==> config.mk <==
export PLATFORM = sky130hd
export DESIGN_NAME = mem_rd_stream_flat
export DESIGN_NICKNAME = d
export VERILOG_FILES = /design/src/rtl/mem_rd_pkg.sv /design/src/rtl/mem_rd_stream_if.sv /design/src/rtl/mem_rd_skid.sv /design/src/rtl/mem_rd_stream.sv /design/src/flat_wrapper.sv
export SDC_FILE = /design/constraint.sdc
export NUM_CORES = 1
export LEC_CHECK = 0
export CAP_MARGIN = 30
export CORE_UTILIZATION = 57
export CTS_CLUSTER_SIZE = 30
export DETAILED_ROUTE_END_ITERATION = 12
export GPL_TIMING_DRIVEN = 0
export PLACE_DENSITY = 0.85
export SKIP_LAST_GASP = 1
export SYNTH_ARGS = -nofsm -noshare
export SYNTH_HDL_FRONTEND = slang
export SYNTH_SLANG_ARGS = --single-unit
==> constraint.sdc <==
create_clock -name clk -period 5.9 [get_ports clk]
set_input_delay 0.59 -clock clk [delete_from_list [all_inputs] [get_ports clk]]
set_output_delay 0.59 -clock clk [all_outputs]
set_load 0.1 [all_outputs]
==> src/rtl/mem_rd_pkg.sv <==
// rtl/mem_rd_pkg.sv - shared types and constants for the mem_rd_stream read controller
package mem_rd_pkg;

    typedef enum logic [1:0] {
        IDLE  = 2'd0,
        RUN   = 2'd1,
        DRAIN = 2'd2,
        DONE  = 2'd3
    } state_t;

    localparam int SKID_DEPTH = 2;

endpackage

==> src/rtl/mem_rd_stream_if.sv <==
// rtl/mem_rd_stream_if.sv - memory read port and output stream bundle (m_last only with MEM_RD_STREAM_LAST_EN)
interface mem_rd_stream_if #(
    parameter int WIDTH = 32,
    parameter int AW    = 9
);

    logic             rd_en;
    logic [AW-1:0]    rd_addr;
    logic [WIDTH-1:0] rd_data;
    logic             m_valid;
    logic [WIDTH-1:0] m_data;
    logic             m_ready;
`ifdef MEM_RD_STREAM_LAST_EN
    logic             m_last;

    modport master (
        output rd_en, rd_addr, m_valid, m_data, m_last,
        input  rd_data, m_ready
    );

    modport slave (
        input  rd_en, rd_addr, m_valid, m_data, m_last,
        output rd_data, m_ready
    );
`else
    modport master (
        output rd_en, rd_addr, m_valid, m_data,
        input  rd_data, m_ready
    );

    modport slave (
        input  rd_en, rd_addr, m_valid, m_data,
        output rd_data, m_ready
    );
`endif

endinterface

==> src/rtl/mem_rd_skid.sv <==
// rtl/mem_rd_skid.sv - 2-entry fall-through FIFO absorbing the registered memory read latency
module mem_rd_skid
    import mem_rd_pkg::*;
#(
    parameter int WIDTH = 32
) (
    input  logic             clk,
    input  logic             rst,
    input  logic             push,
    input  logic [WIDTH-1:0] push_data,
    input  logic             pop,
    output logic             head_valid,
    output logic [WIDTH-1:0] head_data,
    output logic [1:0]       count
);

    logic [WIDTH-1:0] e0;
    logic [WIDTH-1:0] e1;
    logic [1:0]       cnt;
    logic             empty;
    logic             pop_s;
    logic             push_s;

    assign empty = (cnt == 2'd0);
    assign count = cnt;

    // An arriving word is visible in the same cycle when nothing is stored ahead of it;
    // with no word present the head reads as zero rather than stale memory output.
    assign head_valid = !empty || push;
    assign head_data  = !empty ? e0 : (push ? push_data : '0);

    // A word that arrives and leaves in the same cycle while empty is never stored.
    assign pop_s  = pop && !empty;
    assign push_s = push && !(pop && empty) && ((cnt != 2'(SKID_DEPTH)) || pop_s);

    // Entry shift register: e0 is always the head, e1 the word behind it.
    always_ff @(posedge clk) begin
        if (rst) begin
            cnt <= 2'd0;
            e0  <= '0;
            e1  <= '0;
        end else begin
            case ({push_s, pop_s})
                2'b11: begin
                    if (cnt == 2'd1) begin
                        e0 <= push_data;
                    end else begin
                        e0 <= e1;
                        e1 <= push_data;
                    end
                end
                2'b01: begin
                    e0  <= e1;
                    cnt <= cnt - 2'd1;
                end
                2'b10: begin
                    if (cnt == 2'd0) begin
                        e0 <= push_data;
                    end else begin
                        e1 <= push_data;
                    end
                    cnt <= cnt + 2'd1;
                end
                default: ;
            endcase
        end
    end

endmodule

==> src/rtl/mem_rd_stream.sv <==
// rtl/mem_rd_stream.sv - streams a wrapping address range out of a memory read port (MEM_RD_STREAM_LAST_EN adds m_last)
module mem_rd_stream
    import mem_rd_pkg::*;
#(
    parameter  int WIDTH = 32,
    parameter  int DEPTH = 512,
    localparam int AW    = $clog2(DEPTH),
    localparam int LW    = $clog2(DEPTH) + 1
) (
    input  logic          clk,
    input  logic          rst,
    input  logic          start,
    input  logic [AW-1:0] base_addr,
    input  logic [LW-1:0] len,
    output logic          busy,
    output logic          done,
    mem_rd_stream_if.master bus
);

    state_t           state;
    logic [AW-1:0]    addr_q;
    logic [LW-1:0]    issue_left;
    logic [LW-1:0]    beat_left;
    logic             inflight;
    logic [1:0]       skid_count;
    logic             head_valid;
    logic [WIDTH-1:0] head_data;
    logic             pop;
    logic             issue;
    logic [2:0]       committed;
    logic [AW-1:0]    addr_next;

    assign pop = head_valid && bus.m_ready;

    // Words already owned by the skid (stored or arriving) minus the one leaving now;
    // a new read may only go out if its data is certain to find a free slot.
    assign committed = {1'b0, skid_count} + {2'b0, inflight};
    assign issue     = (state == RUN) && (committed <= (3'd1 + {2'b0, pop}));

    assign addr_next = (addr_q == AW'(DEPTH - 1)) ? '0 : addr_q + AW'(1);

    assign bus.rd_en   = issue;
    assign bus.rd_addr = addr_q;
    assign bus.m_valid = head_valid;
    assign bus.m_data  = head_data;
`ifdef MEM_RD_STREAM_LAST_EN
    assign bus.m_last  = head_valid && (beat_left == LW'(1));
`endif

    // Tracks the read whose data lands on rd_data next cycle; cleared by reset so it is dropped.
    always_ff @(posedge clk) begin
        if (rst) begin
            inflight <= 1'b0;
        end else begin
            inflight <= issue;
        end
    end

    // Control FSM with address, issue and beat counters and registered busy/done.
    always_ff @(posedge clk) begin
        if (rst) begin
            state      <= IDLE;
            addr_q     <= '0;
            issue_left <= '0;
            beat_left  <= '0;
            busy       <= 1'b0;
            done       <= 1'b0;
        end else begin
            done <= 1'b0;
            case (state)
                IDLE: begin
                    if (start) begin
                        addr_q     <= base_addr;
                        issue_left <= len;
                        beat_left  <= len;
                        busy       <= 1'b1;
                        if (len == '0) begin
                            state <= DONE;
                            done  <= 1'b1;
                        end else begin
                            state <= RUN;
                        end
                    end
                end
                RUN: begin
                    if (issue) begin
                        addr_q     <= addr_next;
                        issue_left <= issue_left - LW'(1);
                        if (issue_left == LW'(1)) begin
                            state <= DRAIN;
                        end
                    end
                    if (pop) begin
                        beat_left <= beat_left - LW'(1);
                    end
                end
                DRAIN: begin
                    if (pop) begin
                        beat_left <= beat_left - LW'(1);
                        if (beat_left == LW'(1)) begin
                            state <= DONE;
                            done  <= 1'b1;
                        end
                    end
                end
                DONE: begin
                    state <= IDLE;
                    busy  <= 1'b0;
                end
                default: begin
                    state <= IDLE;
                    busy  <= 1'b0;
                end
            endcase
        end
    end

    mem_rd_skid #(
        .WIDTH(WIDTH)
    ) u_skid (
        .clk       (clk),
        .rst       (rst),
        .push      (inflight),
        .push_data (bus.rd_data),
        .pop       (pop),
        .head_valid(head_valid),
        .head_data (head_data),
        .count     (skid_count)
    );

endmodule
==> src/flat_wrapper.sv <==
// flat-port wrapper written by rule: the top's interface ports become plain ports
module mem_rd_stream_flat import mem_rd_pkg::*;
#(
    parameter  int WIDTH = 32,
    parameter  int DEPTH = 512,
    localparam int AW    = $clog2(DEPTH),
    localparam int LW    = $clog2(DEPTH) + 1
)
  (clk, rst, start, base_addr, len, busy, done, bus_rd_en, bus_rd_addr, bus_m_valid, bus_m_data, bus_rd_data, bus_m_ready);
  mem_rd_stream_if #(.WIDTH(WIDTH)) bus_i ();
  input  logic clk;
  input  logic rst;
  input  logic start;
  input  logic [AW-1:0] base_addr;
  input  logic [LW-1:0] len;
  output logic busy;
  output logic done;
  output wire logic [$bits(bus_i.rd_en)-1:0] bus_rd_en;
  output wire logic [$bits(bus_i.rd_addr)-1:0] bus_rd_addr;
  output wire logic [$bits(bus_i.m_valid)-1:0] bus_m_valid;
  output wire logic [$bits(bus_i.m_data)-1:0] bus_m_data;
  input wire logic [$bits(bus_i.rd_data)-1:0] bus_rd_data;
  input wire logic [$bits(bus_i.m_ready)-1:0] bus_m_ready;
  assign bus_rd_en = bus_i.rd_en;
  assign bus_rd_addr = bus_i.rd_addr;
  assign bus_m_valid = bus_i.m_valid;
  assign bus_m_data = bus_i.m_data;
  assign bus_i.rd_data = bus_rd_data;
  assign bus_i.m_ready = bus_m_ready;
  mem_rd_stream #(.WIDTH(WIDTH), .DEPTH(DEPTH)) u_core (.clk(clk), .rst(rst), .start(start), .base_addr(base_addr), .len(len), .busy(busy), .done(done), .bus(bus_i));
endmodule
# --- Yosys cells after proc, flatten, opt, wreduce, memory -nomap -nowiden ---
# Cells that the tools add are included.
# W data, S select, Z words.
op_classes:
  add_sub_neg: 7
  magnitude_cmp: 1
  eq_ne: 20
  n_mux: 32
  reduce_logical: 26
op_table:
  columns: ["operator", "n"]
  rows:
  - ["$mux W32", 6]
  - ["$pmux W32 S3", 1]
  - ["$pmux W32 S2", 1]
  - ["$pmux W10 S2", 2]
  - ["$mux W10", 3]
  - ["$mux W9", 3]
  - ["$eq A10 B1 Y1 const B", 2]
  - ["$sub A10 B1 Y10 const B", 2]
  - ["$pmux W9 S2", 1]
  - ["$ne A2 B2 Y1 const B", 7]
  - ["$mux W2", 6]
  - ["$logic_not A10 Y1", 1]
  - ["$reduce_bool A2 Y1", 5]
  - ["$add A9 B1 Y9 const B", 1]
  - ["$eq A9 B9 Y1 const B", 1]
  - ["$reduce_and A3 Y1", 3]
  - ["$eq A2 B2 Y1 const B", 4]
  - ["$pmux W2 S4", 1]
  - ["$eq A2 B1 Y1 const B", 3]
  - ["$logic_and A1 B1 Y1", 6]
  - ["$ne A2 B1 Y1 const B", 3]
  - ["$mux W1", 5]
  - ["$reduce_and A5 Y1", 1]
  - ["$logic_not A2 Y1", 2]
  - ["12 further kinds", 16]
totals:
  reg_bits: 100
  in_bits: 55
  output_inout_bits: 45
  elab_cells: 96

# --- Longest topological paths before layout ---
depth:
  depth_word: 11
  ltp_mapped: 12
  depth_no_buf: 10

# --- Cells and area by module ---
# From an unflattened synthesis, not the netlist that was laid out.
hier_totals:
  hier_cells: 789
  area_unflattened_um2: 6387.4
modules_own_cells:
  columns: ["module", "n_inst", "cells_each", "area_per_inst_um2", "seq_area_each_um2"]
  rows:
  - ["mem_rd_skid", 1, 499, 4096.4, 1321.3]
  - ["mem_rd_stream", 1, 290, 2290.9, 680.7]

# --- Worst setup path after synthesis ---
# Ideal clock, no wire load.
synth_path:
  kind: "register to output"
  from: "reg u_core.u_skid.cnt[1] (netlist: u_core.u_skid.count[1])"
  to: "out bus_rd_en"
  t_arrival_ps: 3420
  path_slack_ps: 1890
  stages_incl_launch_ff: 9
  path_buffers: 0
  path_cell_list: "dfxtp_1 > inv_1 > ha_1 > nand2b_1 > nand2_1 > fa_1 > nor3b_1 > o21ai_2 > and2_1"
synth_between:
  elab_chain_cells: 7
  elab_cells_between_ends: 8
synth_lines:
  columns: ["element", "line_no", "rtl"]
  rows:
  - ["start: declaration", "mem_rd_skid.sv:19", "logic [1:0] cnt;"]
  - ["start signal: assignment", "mem_rd_skid.sv:54", "cnt <= cnt - 2'd1;"]
  - ["start signal: assignment", "mem_rd_skid.sv:62", "cnt <= cnt + 2'd1;"]
  - ["$logic_not A2 Y1", "mem_rd_skid.sv:24", "assign empty = (cnt == 2'd0);"]
  - ["$logic_not A1 Y1", "mem_rd_skid.sv:29", "assign head_valid = !empty || push;"]
  - ["$logic_or A1 B1 Y1", "mem_rd_skid.sv:29", null]
  - ["via bus_m_valid", "flat_wrapper.sv:20", "output wire logic [$bits(bus_i.m_valid)-1:0] bus_m_valid;"]
  - ["$logic_and A1 B1 Y1", "mem_rd_stream.sv:33", "assign pop = head_valid && bus.m_ready;"]
  - ["$add A1 B1 Y2", "mem_rd_stream.sv:38", "assign issue = (state == RUN) && (committed <= (3'd1 + {2'b0, pop}));"]
  - ["$le A3 B3 Y1", "mem_rd_stream.sv:38", null]
  - ["$logic_and A1 B1 Y1", "mem_rd_stream.sv:38", null]
  - ["end: declaration", "flat_wrapper.sv:18", "output wire logic [$bits(bus_i.rd_en)-1:0] bus_rd_en;"]
# The timed path passes the listed nets, and every way through them passes these cells.

# --- Worst setup path after layout ---
layout_path:
  from: "reg u_core.u_skid.cnt[1] (netlist: u_core.u_skid.count[1])"
  to: "out bus_rd_en"
layout_between:
  elab_chain_cells: 7
  elab_cells_between_ends: 8
layout_lines:
  columns: ["element", "line_no"]
  rows:
  - ["$logic_not A2 Y1", "mem_rd_skid.sv:24"]
  - ["$logic_not A1 Y1", "mem_rd_skid.sv:29"]
  - ["$logic_or A1 B1 Y1", "mem_rd_skid.sv:29"]
  - ["$logic_and A1 B1 Y1", "mem_rd_stream.sv:33"]
  - ["$add A1 B1 Y2", "mem_rd_stream.sv:38"]
  - ["$le A3 B3 Y1 (*)", "mem_rd_stream.sv:38"]
  - ["$logic_and A1 B1 Y1 (*)", "mem_rd_stream.sv:38"]
# Mark *: on every way between the ends. The rest lies on a longest branch, timed or not.

==> metrics.txt <==
largest net degree at the start of global routing=19; Distinct cells, synth=49; Clock Tree Buf Depth=2; storage element area=2000 µm²; post-synthesis instance total=709; Synth Area in Adders=under 10%; initial core utilization=58.5%; Core Util, Final=72.9%; RSZ-0062 raised after global routing=false; Mapped Avg Cell Area=between 7 and 8 µm²; mux contribution to synthesized area=6.72%; Final Slew Violations=0; critical path arrival=3.76 ns; Avg WL per Cell=16.4 µm; fmax=230 MHz; DR DRC count=0; Placement Setup Slack=1.97 ns; final setup margin=1.55 ns; Post-DRT Antenna Nets=0; Post-CTS Setup Repair Bufs=0; share of layout cells above drive strength 1=4.61%; drt total wl=15300 µm; clock sink total=100; non-filler cells, final=between 900 and 1000; largest family of logic cells by synthesized area=compound AO/OA/AOI/OAI gates; max-cap viol count=0; vias in the first global route=5446; DRC marker count from the first detailed-route iteration=370; first-pass detailed-route iteration total=7; Die H=between 90 and 100 µm; # setup viols final=0; number of I/O pins=100; Final Hold Vio Count=0; Slew Limit Headroom=31.4%; clk slew on worst S/H paths=0.10 ns; CP Cell Sequence=inv_1, ha_1, nand2b_1, nand2_1, fa_1, nor3b_1, o21ai_2, and2_1, clkdlybuf4s50_1; filler instances=approximately 750; placed cell count=919; leak pwr=around 2.5 nW; xor-xnor portion of the synthesized cell area=0.326%; Simple-Gate Fraction of Synth Area=21.3%; H-Tree Depth=3; hold buffer count at CTS=0; outcome=finished clean; Placer Congestion=0.916; Max Fanout on Critical Path=6; Post-Syn Area=5380 µm²; Hold Slack=0.465 ns; clock latency on the worst-skew pair=0.37 ns; Chip Width=99.1 µm; fraction of registers with async set/reset=0%; Syn-to-layout area delta=24.6%; Pwr per Cell Area=between 500 and 600 nW/µm²; CTS resizes=0; Post-DP Area=approximately 6500 µm²; sequential-to-total area share from yosys stat=around 37%; worst clock skew=0.0136 ns; Top FF cell, synth=dfxtp_1; clk root buf=clkbuf_8; post-layout minimum cycle time=4.35 ns; part of the cycle the worst path needs=approximately three quarters; Worst Setup End Kind=output pin; nets@finish=891; vias per cell=6.02; required time of the critical path=between 5 and 6 ns; first-pass GRT wire length=25200 µm; number of CTS-inserted buffers=9; IO buf count=98; post-synthesis compound-gate area fraction=22.9%; Yosys reg bits=100; antenna cell count=0; setup TNS=0 ns; type of the worst setup path=reg -> out; Final HPWL DP=roughly 11000 µm; full die area=9830 µm²; worst-margin pin slew=1.03 ns; crit path max-delay cell type=clkdlybuf4s50_1; Final Power=3.70 mW; via count=about 5600; gr usage total=31.6%; worst hold-check path type=reg -> reg; worst stage delay on the critical path=1.14 ns; CTS tree=built; initial antenna violation count=0; # rows=35; multi-input logic area=2970 µm²; Core Area=9200 µm²; critical path launch point type=register; Peak VDD IR=around 0.29 mV; syn nets=781; gr ovfl total=0; Final Instance Area=6700 µm²; Synth Warn #=0; number of synthesized flops with an enable pin=0
## power by group
group	switching (mW)	total, mW	leakage [nW]	internal, mW
clock	0.261	0.434	0.0958	0.172
sequential	0.144	0.991	0.815	0.847
combinational	1.62	2.27	1.61	0.656
## final cells by class
| type | count | share of cell area [%] |
|---|---|---|
| Buffer | 51 | 3.12 |
| Multi-Input combinational cell | 506 | 44.4 |
| Inverter | 52 | 2.91 |
| Tap cell | 111 | 2.07 |
| Clock inverter | 6 | 0.878 |
| Sequential cell | 100 | 29.9 |
| Clock buffer | 10 | 2.05 |
| Timing Repair Buffer | 99 | 14.7 |
## sequential cells by signal, indices dropped and copies added, names as in the netlist
signal and flops:
u_core.u_skid.e1 32, u_core.u_skid.e0 32, u_core.state 2, u_core.u_skid.count 2, u_core.inflight 1, u_core.beat_left 10, u_core.done 1, u_core.bus.rd_addr 9
u_core.issue_left 10, u_core.busy 1
## layer usage
metal,GRT usage [%],vias up,part of all wire (%)
met5,0,-,0
met2,54.2,233,50
met1,39.0,2690,42
met4,13.7,0,2.0
met3,5.83,32,5.8
li1,-,2677,-
## placed cells by master, fill, tap and decap left out, drive strengths merged, types with 35 or more instances in the layout
cell type	count
a211oi	38
a21oi	67
clkbuf	49
clkdlybuf4s50	98
dfxtp	100
inv	53
mux2i	35
nand2	92
nand3	42
nor2	65
o21ai	65
## critical path: cells and delay by family, from the launching register on
kind	cells	cell delay [ns]
AND/OR/NAND/NOR	4	0.70
AO/OA/AOI/OAI	1	0.21
buffers and inverters	2	1.26
adder cells (fa/ha/maj)	2	0.75
flip-flops	1	0.47
## worst paths after layout
kind	start	cells past startpoint	end	slack, ns
worst max-delay path	u_core.u_skid.count[1]	9	bus_rd_en	1.55
worst max register to register	u_core.u_skid.count[1]	11	u_core.issue_left[9]	2.55
worst min register to register	u_core.u_skid.e1[0]	2	u_core.u_skid.e1[0]	0.46
worst min-delay path	u_core.u_skid.e1[0]	2	u_core.u_skid.e1[0]	0.46
## cells in the mapped netlist, types with 7 or more instances
master | n | area (µm²)
o21ai_1 | 18 | 90.1
nand2_1 | 92 | 345
and3_1 | 8 | 50.1
clkbuf_1 | 39 | 146
mux2i_1 | 35 | 350
a211oi_1 | 38 | 285
nand3_1 | 41 | 205
o21ai_0 | 44 | 220
a21oi_1 | 67 | 335
nor2_1 | 65 | 244
nor2b_1 | 8 | 50.1
nand2b_1 | 7 | 43.8
inv_1 | 50 | 188
ha_1 | 16 | 200
dfxtp_1 | 100 | 2000
nor3_1 | 7 | 35.0
## kinds of logic after synthesis
kind of cell    count (synthesis)
simple gates                  250
compound gates                201
buf+inv                       103
flops                         100
mux                            36
fa+ha+maj                      17
xor+xnor                        2
Note: power is estimated with default switching activity, not from simulation.
